**config.mk**
```make
export PLATFORM = sky130hd
export DESIGN_NAME = branch_predictor_flat
export DESIGN_NICKNAME = d
export VERILOG_FILES = /design/src/rtl/branch_predictor_if.sv /design/src/rtl/branch_predictor.sv /design/src/flat_wrapper.sv
export SDC_FILE = /design/constraint.sdc
export NUM_CORES = 2
export LEC_CHECK = 0
export ABC_AREA = 1
export CAP_MARGIN = 20
export CORE_AREA = 2 2 315 348
export CTS_CLUSTER_DIAMETER = 80
export DETAILED_ROUTE_END_ITERATION = 8
export DIE_AREA = 0 0 317 350
export PLACE_DENSITY = 0.73
export SLEW_MARGIN = 10
export SYNTH_ARGS = -nofsm -noshare
export SYNTH_HDL_FRONTEND = slang
export SYNTH_SLANG_ARGS = --single-unit
```
**constraint.sdc**
```tcl
create_clock -name clk -period 45.8 [get_ports clk]
set_clock_uncertainty 0.1 [all_clocks]
set_input_delay 9.16 -clock clk [delete_from_list [all_inputs] [get_ports clk]]
set_output_delay 9.16 -clock clk [all_outputs]
set_load 0.02 [all_outputs]
```
**src/rtl/branch_predictor_if.sv**
```systemverilog
// Fetch/resolve bus of the branch predictor.
// Handshake: fetch_valid and resolve_valid are single-cycle qualifiers with no
// back-pressure (the predictor always accepts). pred_valid qualifies
// pred_taken/pred_target one cycle after the request; mispredict qualifies
// redirect_pc one cycle after the resolve.
interface branch_predictor_if;
  logic        fetch_valid;
  logic [31:0] fetch_pc;
  logic        pred_valid;
  logic        pred_taken;
  logic [31:0] pred_target;
  logic        resolve_valid;
  logic [31:0] resolve_pc;
  logic        resolve_taken;
  logic [31:0] resolve_target;
  logic        resolve_pred_taken;
  logic [31:0] resolve_pred_target;
  logic        mispredict;
  logic [31:0] redirect_pc;
  logic [31:0] branch_count;
  logic [31:0] mispredict_count;

  // Fetch/execute side driving requests into the predictor.
  modport master (
    output fetch_valid, fetch_pc,
    output resolve_valid, resolve_pc, resolve_taken, resolve_target,
    output resolve_pred_taken, resolve_pred_target,
    input  pred_valid, pred_taken, pred_target,
    input  mispredict, redirect_pc, branch_count, mispredict_count
  );

  // The predictor itself.
  modport slave (
    input  fetch_valid, fetch_pc,
    input  resolve_valid, resolve_pc, resolve_taken, resolve_target,
    input  resolve_pred_taken, resolve_pred_target,
    output pred_valid, pred_taken, pred_target,
    output mispredict, redirect_pc, branch_count, mispredict_count
  );
endinterface

```
**src/rtl/branch_predictor.sv**
```systemverilog
// Direct-mapped BTB with 2-bit saturating counters. One lookup and one
// training update per cycle; lookups see the table as it was before the
// update written on the same edge (read-before-write).
module branch_predictor #(
  parameter int ENTRIES = 16
) (
  input logic              clk,
  input logic              rst,
  branch_predictor_if.slave bp
);
  localparam int IDX   = $clog2(ENTRIES);
  localparam int TAG_W = 30 - IDX;
  localparam logic [31:0] CNT_MAX = 32'hFFFF_FFFF;

  // BTB storage
  logic             valid_q  [ENTRIES];
  logic [TAG_W-1:0] tag_q    [ENTRIES];
  logic [31:0]      target_q [ENTRIES];
  logic [1:0]       ctr_q    [ENTRIES];

  // Registered prediction / redirect / counters
  logic        pred_valid_q, pred_valid_d;
  logic        pred_taken_q, pred_taken_d;
  logic [31:0] pred_target_q, pred_target_d;
  logic        mispredict_q, mispredict_d;
  logic [31:0] redirect_q, redirect_d;
  logic [31:0] branch_cnt_q, branch_cnt_d;
  logic [31:0] mispred_cnt_q, mispred_cnt_d;

  // Lookup side decode
  logic [IDX-1:0]   f_idx;
  logic [TAG_W-1:0] f_tag;
  logic             f_hit;
  logic             f_taken;
  logic [31:0]      f_target;

  // Update side decode
  logic [IDX-1:0]   r_idx;
  logic [TAG_W-1:0] r_tag;
  logic             r_hit;
  logic [1:0]       r_ctr_upd;
  logic [31:0]      r_expected_next;
  logic             r_mp;

  assign f_idx = bp.fetch_pc[IDX+1:2];
  assign f_tag = bp.fetch_pc[31:IDX+2];
  assign r_idx = bp.resolve_pc[IDX+1:2];
  assign r_tag = bp.resolve_pc[31:IDX+2];

  // Lookup: hit/direction/target from the current (pre-update) table contents.
  always_comb begin
    f_hit    = valid_q[f_idx] && (tag_q[f_idx] == f_tag);
    f_taken  = f_hit && ctr_q[f_idx][1];
    f_target = f_taken ? target_q[f_idx] : (bp.fetch_pc + 32'd4);
  end

  // Training decode: hit check, saturating counter step, mispredict check.
  always_comb begin
    r_hit     = valid_q[r_idx] && (tag_q[r_idx] == r_tag);
    r_ctr_upd = ctr_q[r_idx];
    if (bp.resolve_taken) begin
      if (ctr_q[r_idx] != 2'b11) r_ctr_upd = ctr_q[r_idx] + 2'd1;
    end else begin
      if (ctr_q[r_idx] != 2'b00) r_ctr_upd = ctr_q[r_idx] - 2'd1;
    end
    r_expected_next = bp.resolve_taken ? bp.resolve_target : (bp.resolve_pc + 32'd4);
    r_mp = (bp.resolve_taken != bp.resolve_pred_taken) ||
           (r_expected_next != bp.resolve_pred_target);
  end

  // Next-state for prediction, redirect and statistics registers.
  always_comb begin
    pred_valid_d  = bp.fetch_valid;
    pred_taken_d  = pred_taken_q;
    pred_target_d = pred_target_q;
    if (bp.fetch_valid) begin
      pred_taken_d  = f_taken;
      pred_target_d = f_target;
    end

    mispredict_d  = 1'b0;
    redirect_d    = redirect_q;
    branch_cnt_d  = branch_cnt_q;
    mispred_cnt_d = mispred_cnt_q;
    if (bp.resolve_valid) begin
      mispredict_d = r_mp;
      redirect_d   = r_expected_next;
      if (branch_cnt_q != CNT_MAX) branch_cnt_d = branch_cnt_q + 32'd1;
      if (r_mp && (mispred_cnt_q != CNT_MAX)) mispred_cnt_d = mispred_cnt_q + 32'd1;
    end
  end

  // BTB write port: train on hit, allocate on taken miss, ignore not-taken miss.
  always_ff @(posedge clk or posedge rst) begin
    if (rst) begin
      for (int i = 0; i < ENTRIES; i++) begin
        valid_q[i]  <= 1'b0;
        tag_q[i]    <= '0;
        target_q[i] <= '0;
        ctr_q[i]    <= 2'b01;
      end
    end else if (bp.resolve_valid) begin
      if (r_hit) begin
        ctr_q[r_idx] <= r_ctr_upd;
        if (bp.resolve_taken) target_q[r_idx] <= bp.resolve_target;
      end else if (bp.resolve_taken) begin
        valid_q[r_idx]  <= 1'b1;
        tag_q[r_idx]    <= r_tag;
        target_q[r_idx] <= bp.resolve_target;
        ctr_q[r_idx]    <= 2'b10;
      end
    end
  end

  // Output and statistics registers.
  always_ff @(posedge clk or posedge rst) begin
    if (rst) begin
      pred_valid_q  <= 1'b0;
      pred_taken_q  <= 1'b0;
      pred_target_q <= '0;
      mispredict_q  <= 1'b0;
      redirect_q    <= '0;
      branch_cnt_q  <= '0;
      mispred_cnt_q <= '0;
    end else begin
      pred_valid_q  <= pred_valid_d;
      pred_taken_q  <= pred_taken_d;
      pred_target_q <= pred_target_d;
      mispredict_q  <= mispredict_d;
      redirect_q    <= redirect_d;
      branch_cnt_q  <= branch_cnt_d;
      mispred_cnt_q <= mispred_cnt_d;
    end
  end

  assign bp.pred_valid       = pred_valid_q;
  assign bp.pred_taken       = pred_taken_q;
  assign bp.pred_target      = pred_target_q;
  assign bp.mispredict       = mispredict_q;
  assign bp.redirect_pc      = redirect_q;
  assign bp.branch_count     = branch_cnt_q;
  assign bp.mispredict_count = mispred_cnt_q;
endmodule
```
**src/flat_wrapper.sv**
```systemverilog
// flat-port wrapper written by rule: the top's interface ports become plain ports
module branch_predictor_flat 
#(
  parameter int ENTRIES = 16
)
  (clk, rst, bp_fetch_valid, bp_fetch_pc, bp_resolve_valid, bp_resolve_pc, bp_resolve_taken, bp_resolve_target, bp_resolve_pred_taken, bp_resolve_pred_target, bp_pred_valid, bp_pred_taken, bp_pred_target, bp_mispredict, bp_redirect_pc, bp_branch_count, bp_mispredict_count);
  branch_predictor_if bp_i ();
  input logic clk;
  input logic rst;
  input wire logic [$bits(bp_i.fetch_valid)-1:0] bp_fetch_valid;
  input wire logic [$bits(bp_i.fetch_pc)-1:0] bp_fetch_pc;
  input wire logic [$bits(bp_i.resolve_valid)-1:0] bp_resolve_valid;
  input wire logic [$bits(bp_i.resolve_pc)-1:0] bp_resolve_pc;
  input wire logic [$bits(bp_i.resolve_taken)-1:0] bp_resolve_taken;
  input wire logic [$bits(bp_i.resolve_target)-1:0] bp_resolve_target;
  input wire logic [$bits(bp_i.resolve_pred_taken)-1:0] bp_resolve_pred_taken;
  input wire logic [$bits(bp_i.resolve_pred_target)-1:0] bp_resolve_pred_target;
  output wire logic [$bits(bp_i.pred_valid)-1:0] bp_pred_valid;
  output wire logic [$bits(bp_i.pred_taken)-1:0] bp_pred_taken;
  output wire logic [$bits(bp_i.pred_target)-1:0] bp_pred_target;
  output wire logic [$bits(bp_i.mispredict)-1:0] bp_mispredict;
  output wire logic [$bits(bp_i.redirect_pc)-1:0] bp_redirect_pc;
  output wire logic [$bits(bp_i.branch_count)-1:0] bp_branch_count;
  output wire logic [$bits(bp_i.mispredict_count)-1:0] bp_mispredict_count;
  assign bp_i.fetch_valid = bp_fetch_valid;
  assign bp_i.fetch_pc = bp_fetch_pc;
  assign bp_i.resolve_valid = bp_resolve_valid;
  assign bp_i.resolve_pc = bp_resolve_pc;
  assign bp_i.resolve_taken = bp_resolve_taken;
  assign bp_i.resolve_target = bp_resolve_target;
  assign bp_i.resolve_pred_taken = bp_resolve_pred_taken;
  assign bp_i.resolve_pred_target = bp_resolve_pred_target;
  assign bp_pred_valid = bp_i.pred_valid;
  assign bp_pred_taken = bp_i.pred_taken;
  assign bp_pred_target = bp_i.pred_target;
  assign bp_mispredict = bp_i.mispredict;
  assign bp_redirect_pc = bp_i.redirect_pc;
  assign bp_branch_count = bp_i.branch_count;
  assign bp_mispredict_count = bp_i.mispredict_count;
  branch_predictor #(.ENTRIES(ENTRIES)) u_core (.clk(clk), .rst(rst), .bp(bp_i));
endmodule
```
# After elaboration in Yosys (flattened, before gate mapping)
# Index checks and enable logic that the tools add are counted.
word_totals:
  regBits: 1107
  output_inout_bits: 131
  word_cells: 147
op_classes:
  bitwise: 7
  n_addsub: 6
  n_reduce_logical: 13
  order_cmp: 3
  n_mux: 40
  eq_ne: 7
op_table:
  columns: ["op", "n"]
  rows:
  - ["512-bit bitwise mux", 1]
  - ["416-bit bitwise mux", 1]
  - ["32-bit two-way mux", 7]
  - ["26-bit binary-select mux with 4-bit select", 2]
  - ["26-bit two-way mux", 5]
  - ["32-bit binary-select mux with 4-bit select", 1]
  - ["32-bit demux with 4-bit select", 1]
  - ["26-bit demux with 4-bit select", 1]
  - ["32-bit by 1-bit adder with 32-bit output (second input constant)", 2]
  - ["32-bit by 3-bit adder with 32-bit output (second input constant)", 2]
  - ["32-bit inequality test (second input constant)", 2]
  - ["26-bit equality test", 2]
  - ["32-bit bitwise mux", 1]
  - ["32-bit inequality test", 1]
  - ["16-bit OR", 2]
  - ["16-bit bitwise AND", 1]
  - ["2-bit binary-select mux with 4-bit select", 2]
  - ["2-bit two-way mux", 8]
  - ["16-bit NOT", 1]
  - ["5-bit greater-or-equal comparator (second input constant)", 2]
  - ["4-bit NOT with 5-bit output", 2]
  - ["1-bit binary-select mux with 4-bit select", 2]
  - ["2-bit demux with 4-bit select", 1]
  - ["2-bit AND reduction", 4]
  - ["12 further kinds", 22]

# Depth between registers and ports, before layout
depth:
  word_depth: 9
  depth_mapped: 25
  depth_no_buf: 20

# Least setup slack after synthesis
# No wires, ideal clock.
synth_path:
  kind: "in2reg"
  from: "in bp_resolve_pc[2]"
  to: "reg u_core.mispred_cnt_q[0] (netlist: u_core.bp.mispredict_count[0])"
  stages: 23
  path_buffers: 5
  setup_slack_ns: 34.088
  t_required_ns: 45.581
  t_arrival_ns: 11.493
  path_cell_list: "buf_4 inv_2 buf_4 buf_6 clkbuf_1 ha_1 nand2_1 o21ai_0 nand2_1 o21ai_0 inv_1 nand3_1 nor2_1 nand2_1 nor2_1 nand2_1 nor2_1 nand2_1 nor2_2 nand2_2 buf_2 nand4_1 nand2_1"
synth_via:
  elab_chain_len: 6
synth_rtl:
  columns: ["element", "line_no", "text"]
  rows:
  - ["start, declared", "flat_wrapper.sv:13", "input wire logic [$bits(bp_i.resolve_pc)-1:0] bp_resolve_pc;"]
  - ["32-bit by 3-bit adder with 32-bit output", "branch_predictor.sv:66", "r_expected_next = bp.resolve_taken ? bp.resolve_target : (bp.resolve_pc + 32'd4);"]
  - ["32-bit two-way mux", "branch_predictor.sv:66", null]
  - ["32-bit inequality test", "branch_predictor.sv:68", "(r_expected_next != bp.resolve_pred_target);"]
  - ["1-bit logical OR", "branch_predictor.sv:67", "r_mp = (bp.resolve_taken != bp.resolve_pred_taken) ||"]
  - ["1-bit logical AND", "branch_predictor.sv:89", "if (r_mp && (mispred_cnt_q != CNT_MAX)) mispred_cnt_d = mispred_cnt_q + 32'd1;"]
  - ["2-bit AND reduction (no line)", null, null]
  - ["end signal, assigned", "branch_predictor.sv:132", "mispred_cnt_q <= mispred_cnt_d;"]
  - ["end, declared", "branch_predictor.sv:28", "logic [31:0] mispred_cnt_q, mispred_cnt_d;"]
# No other way between the ends.
# A chain may end at the register's enable or synchronous reset.

# Worst setup path in the final report
layout_path:
  from: "in bp_resolve_pc[2]"
  to: "reg u_core.tag_q[73] (netlist name)"
layout_via:
  elab_chain_len: 8
layout_rtl:
  columns: ["element", "line_no", "text"]
  rows:
  - ["4-bit NOT with 5-bit output (implied by the code) *", "branch_predictor.sv:59, branch_predictor.sv:108", null]
  - ["26-bit binary-select mux with 4-bit select", "branch_predictor.sv:59", "r_hit = valid_q[r_idx] && (tag_q[r_idx] == r_tag);"]
  - ["26-bit two-way mux (implied by the code) (2 in a row)", "branch_predictor.sv:59", null]
  - ["26-bit equality test", "branch_predictor.sv:59", null]
  - ["1-bit logical AND", "branch_predictor.sv:59", null]
  - ["1-bit NOT (no line)", null, null]
  - ["3-bit AND reduction (no line)", null, null]
  - ["end signal, assigned by index", "branch_predictor.sv:108", "tag_q[r_idx] <= r_tag;"]
  - ["end, declared", "branch_predictor.sv:17", "logic [TAG_W-1:0] tag_q [ENTRIES];"]
# Every way passes the cells marked *; elsewhere a longest branch is shown, timed or not. The select of a mux whose other input is x is not followed.

==> flow_summary.toml <==
[synth]
synth-compound-area-share_pct = 16.4
yosysTopAreaCell = "dfrtp_1"
synth_area_leaders = "dfrtp_1 (46%), nand2_1 (16%), o21ai_0 (7.1%)"
async_reset_ff_share_pct = 100
synth.distinct_cells = 48
syn_area_per_cell_um2 = 7.28
synth-simple-area-share_pct = 26.1
synth_top_family_by_area = "simple AND/OR/NAND/NOR gates"
yosys_register_bits = 1107
synth_adder_area_share_pct = 0.146
synth.area.mux_share_pct = 0
synth_cells = 8216
synth_warnings = 0
ys_seq_area_share_pct = 46.4
netlist_area_um2 = 59800
synthXorXnorAreaFrac_pct = 1.29
syn_nets = 8357
synthDominantCellAreaShare_pct = 45.7
synth_edf_count = 0
ys.flop_type = "dfrtp_1"

[floorplanning]
coreArea_um2 = 107000
row_count = 126
die_x_um = 317
dieArea_um2 = 111000
num_io_pins = 265
start_util_pct = 55.9
dieHeight_um = 350

[sta]
post-route-period-util_pct = 31.0
final.setup.tns_ns = 0
slew_headroom_pct = 19.2
hold_ws_ns = 0.364
max_freq_ghz = 0.0704
worst_pin_slew_ns = 1.21
finalSetupViolations = 0
fin_crit_ns = 14.21
final-max-slew-violation-count = 0
hold_violations = 0
rsz0062_at_grt = "false"

[cts]
cts.sinks = 1107
cts_made_buffers = 117
cts_root_buf = "clkbuf_16"
cts_tree = "done"
clkLatencyLatePin_ns = 0.74
cts_setup_buffers = 0
ctsResizeCount = 0
holdBufCountCts = 0
htree_levels = 3
clk_path_buf_depth = 3
clkTransAtPathRegs_ns = 0.06

[finish]
nFillCells = 9596
multiInputGateArea_um2 = 26500
final_util_pct = 62.4
final_nets = 8283
synthToLayoutAreaGrowth_pct = 11.7
drive_gt1_share_pct = 4.71
regArea_um2 = 27700

[grt]
grt_use_total_pct = 39.2
antenna_found_initial = 8
overflow = 0
grt_pass1_vias = 53912
grt_pass1_wl_um = 329000
grt_max_degree = 180

[worst_setup_path]
reg2regPathDepth = 16
cp_max_fo = 107
critical_path_class = "input pin to flip-flop"
r2r-start = "u_core.tag_q[380]"
required_ns = 46.27
cp-end-kind = "flip-flop"
reg2reg_to = "u_core.tag_q[62]"
critPathLaunchType = "input pin"
cp.arrival_ns = 14.69
rrSetupSlack_ns = 41.86

[routing]
dr.pass1.iters = 6
vias = 57239
dr.first_iter.drc_count = 6883
detail_route.wl_per_cell_um = 22.7
drc = 0
drt_wl_total_um = 219000
viasPerCell = 5.93
ant_nets = 0

[power_and_ir_drop]
p_leak_nw = 31.9
power.total_mw = 2.88
peakVddDrop_mv = 0.0433
pwr_density_cell_nw_per_um2 = 43.1

[placement]
hpwl_um = 137000
gp_congestion = 1.03
port_buffers = 264

[job]
cap_violations = 0

[status]
status = "finished clean"

[min_path]
min_to = "u_core.ctr_q[10]"
holdPathStages = 2
hp-class = "flip-flop to flip-flop"
min_from = "u_core.ctr_q[10]"
==> critical path, cell delays in order <==
cell	delay, ns
buf_8	0.47
buf_4	0.92
buf_4	0.68
nand2_1	0.14
nand3_1	0.12
nand2_1	0.08
nand2_1	0.06
nand2_1	0.06
nor2_1	0.54
nand2_1	0.25
inv_1	0.10
nor2_1	0.04
nand2_1	0.05
nor2_1	0.04
nand2_1	0.05
nor2_1	0.05
nand2_1	0.06
buf_4	0.40
nand2_2	0.49
buf_4	0.45
nand2_1	0.10
o21ai_0	0.08
==> where the power goes <==
group | switching (mW) | internal [mW] | total (mW)
logic | 0.367 | 0.204 | 0.571
registers | 0.108 | 1.17 | 1.28
clock network | 0.426 | 0.606 | 1.03
total | 0.901 | 1.98 | 2.88
==> worst max-delay path by stage <==
| stage | cells past startpoint | end | start | slack, ns |
|---|---|---|---|---|
| 5_1_grt | 22 | u_core.tag_q[76] | bp_resolve_pc[2] | 31.37 |
| 4_1_cts | 18 | u_core.ctr_q[31] | bp_resolve_pc[2] | 31.51 |
| 3_3_place_gp | 18 | u_core.ctr_q[31] | bp_resolve_pc[2] | 30.88 |
| 3_5_place_dp | 18 | u_core.ctr_q[31] | bp_resolve_pc[2] | 30.73 |
| 6_report | 22 | u_core.tag_q[73] | bp_resolve_pc[2] | 31.59 |
| 2_1_floorplan | 1 | u_core.bp.branch_count[0] | rst | 5.40 |
==> cells by family after synthesis <==
kind of cell	count (synthesis)
compound gates	1690
xor+xnor	88
fa+ha+maj	7
buf+inv	1409
flops	1107
simple gates	3915
==> placed cells by master (no fill, tap or decap), types with 32 or more instances in the layout <==
cell type / instances
a21oi_1: 348
dfrtp_1: 1091
o21ai_1: 40
o221ai_1: 114
clkbuf_16: 119
clkinv_1: 36
nand2_1: 2597
a22o_1: 32
o21ai_0: 848
inv_1: 812
a22oi_1: 64
clkdlybuf4s50_1: 255
nand3_1: 361
nand4_1: 76
a211oi_1: 50
buf_4: 90
o21a_1: 64
nor3_1: 59
nor2_1: 725
o211ai_1: 89
xor2_1: 64
==> layer usage <==
layer	track usage [%]	share of wire [%]
met3	7.83	9.8
met5	0	0.041
met1	52.0	40
met4	23.0	6.6
met2	59.5	44
==> cell type report <==
type	instances	share of cell area, %
inverter	859	4.85
multi-input combinational	5700	39.7
clock buffer	169	5.20
antenna	2	0.00749
clock inverter	48	1.04
sequential	1107	41.5
timing repair buffer	357	5.12
tap	1408	2.64
==> synthesized netlist by cell type, types with 3 or more instances <==
| cell type | instances |
|---|---|
| a211oi_1 | 50 |
| a21oi_1 | 348 |
| a221oi_1 | 14 |
| a22o_1 | 32 |
| a22oi_1 | 64 |
| a311oi_1 | 13 |
| a31oi_1 | 5 |
| buf_1 | 60 |
| buf_2 | 140 |
| buf_4 | 47 |
| buf_6 | 16 |
| clkbuf_1 | 274 |
| clkbuf_2 | 13 |
| clkinv_1 | 36 |
| dfrtp_1 | 1091 |
| dfstp_2 | 16 |
| ha_1 | 7 |
| inv_1 | 816 |
| inv_2 | 7 |
| nand2_1 | 2602 |
| nand2_2 | 17 |
| nand3_1 | 361 |
| nand3b_1 | 10 |
| nand4_1 | 76 |
| nor2_1 | 747 |
| nor2_2 | 3 |
| nor3_1 | 60 |
| nor4_1 | 23 |
| o211ai_1 | 89 |
| o21a_1 | 64 |
| o21ai_0 | 849 |
| o21ai_1 | 39 |
| o221ai_1 | 114 |
| o22ai_1 | 5 |
| or2_2 | 5 |
| xnor2_1 | 24 |
| xor2_1 | 64 |
==> state kept, by name, summed over array words and instances, names as in the netlist <==
signal,cells
u_core.target_q,512
u_core.tag_q,416
u_core.bp.branch_count,32
u_core.bp.mispredict_count,32
u_core.bp.pred_target,32
u_core.bp.redirect_pc,32
u_core.ctr_q,32
u_core.valid_q,16
u_core.bp.mispredict,1
u_core.bp.pred_taken,1
u_core.bp.pred_valid,1
==> metrics by stage <==
stage | setup slack (ns) | area (um^2) | instances
after floorplan | 5.40 | 59800 | 8216
after global placement | 30.88 | 62500 | 9428
after detailed placement | 30.73 | 62600 | 9429
after CTS | 31.51 | 66700 | 9646
after global routing | 31.37 | 66800 | 9648
final | 31.59 | 66800 | 9650
Power figures use the tool's default switching activity.
